[config.mk]
export PLATFORM = sky130hd
export DESIGN_NAME = restoring_divider
export DESIGN_NICKNAME = d
export VERILOG_FILES = /design/src/rtl/restoring_divider_pkg.sv /design/src/rtl/restoring_divider_sub_nbit.sv /design/src/rtl/restoring_divider.sv
export SDC_FILE = /design/constraint.sdc
export NUM_CORES = 1
export LEC_CHECK = 0
export CAP_MARGIN = 20
export CORE_MARGIN = 2
export CORE_UTILIZATION = 40
export DETAILED_ROUTE_END_ITERATION = 8
export HOLD_SLACK_MARGIN = 0.06
export PLACE_DENSITY = 0.75
export SETUP_SLACK_MARGIN = 0.4
export SLEW_MARGIN = 10
export SYNTH_ARGS = -nofsm -noshare
export SYNTH_HDL_FRONTEND = slang
export SYNTH_SLANG_ARGS = --single-unit
[constraint.sdc]
create_clock -name clk -period 5.3 [get_ports clk]
set_input_delay 0.795 -clock clk [delete_from_list [all_inputs] [get_ports clk]]
set_output_delay 0.795 -clock clk [all_outputs]
set_load 0.02 [all_outputs]
[src/rtl/restoring_divider_pkg.sv]
// Shared definitions for the restoring divider: FSM state encoding and the
// counter-width helper. Optional feature macro: DIV_ZERO_ERR_EN.
package restoring_divider_pkg;

  typedef enum logic [1:0] {
    IDLE = 2'd0,
    CALC = 2'd1,
    DONE = 2'd2
  } state_e;

  // Ceiling log2, never below 1 so a counter always has at least one bit.
  function automatic int clog2(input int n);
    int r;
    int v;
    r = 0;
    v = n - 1;
    while (v > 0) begin
      r++;
      v = v >>> 1;
    end
    return (r < 1) ? 1 : r;
  endfunction

endpackage

[src/rtl/restoring_divider_sub_nbit.sv]
// N-bit combinational subtractor: diff = a - b (mod 2^N), borrow set when a < b.
// Subtract counterpart of the combinational adder; used for the trial subtraction.
module sub_nbit #(
  parameter int N = 5
) (
  input  logic [N-1:0] a,
  input  logic [N-1:0] b,
  output logic [N-1:0] diff,
  output logic         borrow
);

  always_comb begin
    {borrow, diff} = {1'b0, a} - {1'b0, b};
  end

endmodule

[src/rtl/restoring_divider.sv]
// Sequential unsigned restoring divider, one quotient bit per clock, start/done handshake.
// Define DIV_ZERO_ERR_EN to add the dz_err flag reported alongside done.
module restoring_divider
  import restoring_divider_pkg::*;
#(
  parameter int WIDTH = 4
) (
  input  logic             clk,
  input  logic             rst,
  input  logic             start,
  input  logic [WIDTH-1:0] dividend,
  input  logic [WIDTH-1:0] divisor,
  output logic [WIDTH-1:0] quotient,
  output logic [WIDTH-1:0] remainder,
  output logic             busy,
  output logic             done
`ifdef DIV_ZERO_ERR_EN
  ,
  output logic             dz_err
`endif
);

  localparam int CNT_W = clog2(WIDTH);

  state_e             state_q, state_d;
  logic [CNT_W-1:0]   cnt_q, cnt_d;
  logic [WIDTH:0]     r_q, r_d;
  logic [WIDTH-1:0]   q_q, q_d;
  logic [WIDTH-1:0]   d_q, d_d;
  logic [WIDTH-1:0]   quot_q, quot_d;
  logic [WIDTH-1:0]   rem_q, rem_d;
`ifdef DIV_ZERO_ERR_EN
  logic               dz_q, dz_d;
`endif

  logic [WIDTH:0]     trial;
  logic [WIDTH:0]     t_diff;
  logic               t_borrow;
  logic [WIDTH:0]     r_step;
  logic [WIDTH-1:0]   q_step;
  logic               accept;

  // Shift the next dividend bit into the partial remainder, then try subtracting D.
  assign trial = {r_q[WIDTH-1:0], q_q[WIDTH-1]};

  sub_nbit #(.N(WIDTH + 1)) u_sub (
    .a      (trial),
    .b      ({1'b0, d_q}),
    .diff   (t_diff),
    .borrow (t_borrow)
  );

  assign r_step = t_borrow ? trial : t_diff;
  assign q_step = {q_q[WIDTH-2:0], ~t_borrow};

  always_comb begin
    // NOTE: every _d gets its hold value first, so no path through this block infers a latch.
    state_d = state_q;
    cnt_d   = cnt_q;
    r_d     = r_q;
    q_d     = q_q;
    d_d     = d_q;
    quot_d  = quot_q;
    rem_d   = rem_q;
    accept  = 1'b0;
`ifdef DIV_ZERO_ERR_EN
    dz_d    = dz_q;
`endif

    unique case (state_q)
      IDLE: accept = start;
      CALC: begin
        r_d = r_step;
        q_d = q_step;
        if (cnt_q == '0) begin
          state_d = DONE;
          quot_d  = q_step;
          rem_d   = r_step[WIDTH-1:0];
        end else begin
          cnt_d = cnt_q - 1'b1;
        end
      end
      DONE: begin
        state_d = IDLE;
        accept  = start;
      end
      default: state_d = IDLE;
    endcase

    // Start is only honoured in IDLE/DONE, so a pulse during CALC never restarts.
    if (accept) begin
      state_d = CALC;
      cnt_d   = CNT_W'(WIDTH - 1);
      r_d     = '0;
      q_d     = dividend;
      d_d     = divisor;
`ifdef DIV_ZERO_ERR_EN
      dz_d    = (divisor == '0);
`endif
    end
  end

  // NOTE: all state, including results and working registers, is reset so an abort mid-CALC
  // leaves no stale values; non-blocking assignments keep the update order-independent.
  always_ff @(posedge clk or posedge rst) begin
    if (rst) begin
      state_q <= IDLE;
      cnt_q   <= '0;
      r_q     <= '0;
      q_q     <= '0;
      d_q     <= '0;
      quot_q  <= '0;
      rem_q   <= '0;
`ifdef DIV_ZERO_ERR_EN
      dz_q    <= 1'b0;
`endif
    end else begin
      state_q <= state_d;
      cnt_q   <= cnt_d;
      r_q     <= r_d;
      q_q     <= q_d;
      d_q     <= d_d;
      quot_q  <= quot_d;
      rem_q   <= rem_d;
`ifdef DIV_ZERO_ERR_EN
      dz_q    <= dz_d;
`endif
    end
  end

  assign quotient  = quot_q;
  assign remainder = rem_q;
  assign busy      = (state_q == CALC);
  assign done      = (state_q == DONE);
`ifdef DIV_ZERO_ERR_EN
  assign dz_err    = (state_q == DONE) && dz_q;
`endif

endmodule
==> impl_metrics.py <==
metrics = {
    "cts": {
        "clkLatencyLatePin_ps": 320,
        "htreeDepth": 1,
        "hold_buffers": 0,
        "post_cts_buffers": 0,
        "ctsLongestPathBuffers": 2,
        "cts_sinks": 24,
        "cts.clk_slew.worst_paths_ps": 140,
        "cts_root_buf": "clkbuf_4",
        "numCtsBuffers": 3,
        "cts_resized": 0,
        "cts_tree": "built",
    },
    "timing": {
        "worst_pin_slew_ps": 903,
        "period_needed_ps": 2770,
        "rsz0062_at_grt": "no",
        "finalHoldViolCount": 0,
        "final.setup.worst_slack_ps": 2530,
        "clock-skew-final_ps": 7.62,
        "max_freq_ghz": 0.361,
        "setup_viol_count_final": 0,
        "finalMaxSlewViolations": 0,
        "timing.setup.tns_ps": 0,
        "worst_hold_slack_ps": 491,
        "period_share": 0.522,
        "relSlewSlack": 0.397,
    },
    "placement": {
        "place_area_um2": 1390,
        "port-buffer-count": 20,
        "pre_cts_ws_ps": 2780,
        "place_congestion": 0.780,
        "hpwl_um": 1820,
    },
    "cells_and_area": {
        "final_area_um2": 1430,
        "antenna_cells": 0,
        "synthToLayoutAreaGrowth_pct": 21.9,
        "layout.nets": 154,
        "drive_gt1_frac": 0.0735,
    },
    "critical_path": {
        "path_max_fanout": 12,
        "critPathSlowestCell": "clkdlybuf4s50_1",
        "cp-start-kind": "flop",
        "slowest_delay_ps": 650,
        "required_ps": 4510,
        "crit_chain": "nand2b_1 -> inv_2 -> clkdlybuf4s50_1",
        "critical_path_buf_inv_count": 2,
        "critical_path_arrival_ps": 1970,
        "cp-end-kind": "output pin",
        "cp_top_family": "buffers and inverters",
        "worstSetupPathType": "flop to output pin",
    },
    "detailed_routing": {
        "wirelength_um": 2450,
        "drt_iter0_drc": 31,
        "drc": 0,
        "vias_per_cell": 5.62,
        "antenna_left": 0,
        "avgRoutedWirePerCell_um": 14.7,
        "dr_total_vias": 939,
        "dr.pass1.iters": 4,
    },
    "global_route": {
        "grt_antenna_before_repair": 0,
        "grt_overflow": 0,
        "first_global_vias": 963,
        "grt_first_pass_wirelength_um": 4240,
        "grt_max_degree": 25,
        "grt_usage": 0.167,
    },
    "synthesis": {
        "yosys.cell_types.count": 35,
        "seq_area_frac_synth": 0.512,
        "synthesis.area_um2": 1170,
        "syn-instance-count": 115,
        "synth_fp_nets": 132,
        "ys_warn_count": 0,
        "synth_edf_count": 0,
        "ys_async_sr_fraction": 1.00,
        "syn_area_per_cell_um2": 10.2,
        "ys.flop_type": "dfrtp_1",
        "synth_seq_cells": 24,
    },
    "hold_path": {
        "hold_class": "flop to flop",
    },
    "die": {
        "ios": 21,
        "die_h_um": 58.2,
        "initial_core_util": 0.422,
        "core_area_um2": 2780,
        "rows": 19,
        "die_w_um": 58.2,
        "dieArea_um2": 3380,
    },
    "status": {
        "status": "finished, final reports clean",
    },
    "power_and_ir_drop": {
        "fin_total_pwr_mw": 0.998,
        "leakage_nw": 0.651,
        "vdd_drop_max_mv": 0.391,
        "power_density_nw_per_um2": 698,
    },
    "flow_run": {
        "max_cap_violations": 0,
    },
}
[logic make-up (layout without fill, tap and decap cells)]
family,after synthesis,in the layout,share of synthesized area
xor+xnor,1,1,0.00746
flops,24,24,0.512
compound gates,26,26,0.149
simple gates,42,42,0.184
fa+ha+maj,6,6,0.0704
buf+inv,13,34,0.0480
mux,3,3,0.0288
[layout by cell type, fill, tap and decap left out, types with 2 or more instances in the layout]
cell type        Yosys  routed
clkdlybuf4s50_1      0      20
nor2b_1              2       2
and3_1               2       2
dfrtp_1             24      24
clkbuf_4             0       3
mux2_2               3       3
ha_1                 5       5
inv_1                9       9
nand2_1             21      21
a21oi_1              2       2
o31ai_1              5       5
nor2_1               3       3
or3_1                2       2
nor3_1               3       3
o311ai_0             2       2
o21ai_0              9       9
nand2b_1             2       2
[worst paths after layout]
kind	startpoint	endpoint	slack, ps	cells after the start
worst max-delay path	state_q[1]	busy	2530	3
worst min-delay path	remainder[2]	remainder[2]	490	2
worst max register to register	r_q[0]	remainder[1]	3400	5
worst min register to register	remainder[2]	remainder[2]	490	2
max in group asynchronous	rst	state_q[0]	3800	2
min in group asynchronous	rst	remainder[3]	950	2
[layout make-up]
cell class / count / area [µm²]
flip-flops and latches: 24 / 601
well taps: 31 / 38.8
clock buffers: 4 / 36.3
inverters: 10 / 37.5
fillers: 259 / 1350
repair buffers: 20 / 200
multi-input cells: 78 / 517
[cells in the mapped netlist, types with 2 or more instances]
cell | instances | area (µm²)
or3_1 | 2 | 12.5
nand2_1 | 21 | 78.8
ha_1 | 5 | 62.6
dfrtp_1 | 24 | 601
o311ai_0 | 2 | 17.5
nor2b_1 | 2 | 12.5
nand2b_1 | 2 | 12.5
a21oi_1 | 2 | 10.0
nor2_1 | 3 | 11.3
o31ai_1 | 5 | 37.5
mux2_2 | 3 | 33.8
o21ai_0 | 9 | 45.0
nor3_1 | 3 | 15.0
and3_1 | 2 | 12.5
inv_1 | 9 | 33.8
clkbuf_1 | 2 | 7.51
[routing by layer]
metal	track usage	wire, µm	vias up
met1	0.205	1060	459
li1	-	-	448
met3	0.0290	114	6
met2	0.278	1230	26
met4	0.0897	49	0
met5	0	0	-
[power by group]
group / total [mW] / internal [mW] / switching [mW]
Sequential: 0.336 / 0.276 / 0.0593
Clock: 0.100 / 0.0421 / 0.0583
Combinational: 0.563 / 0.247 / 0.315
[flip-flops by register name, summed over array words and instances (netlist names)]
| signal | flops |
|---|---|
| r_q | 4 |
| cnt_q | 2 |
| remainder | 4 |
| q_q | 4 |
| d_q | 4 |
| quotient | 4 |
| state_q | 2 |
[stage by stage]
step	instances	util
6_report	167	0.514
5_1_grt	167	0.514
4_1_cts	167	0.514
3_5_place_dp	163	0.501
3_3_place_gp	163	0.501
2_1_floorplan	115	-
[tightest hold or removal path, delay by kind of cell (launching register included)]
kind | cells | cell delay (ps)
AOI/OAI and AO/OA | 1 | 50
and+or+nand+nor | 1 | 50
DFF | 1 | 370
Note: power is estimated with default switching activity, not from simulation.
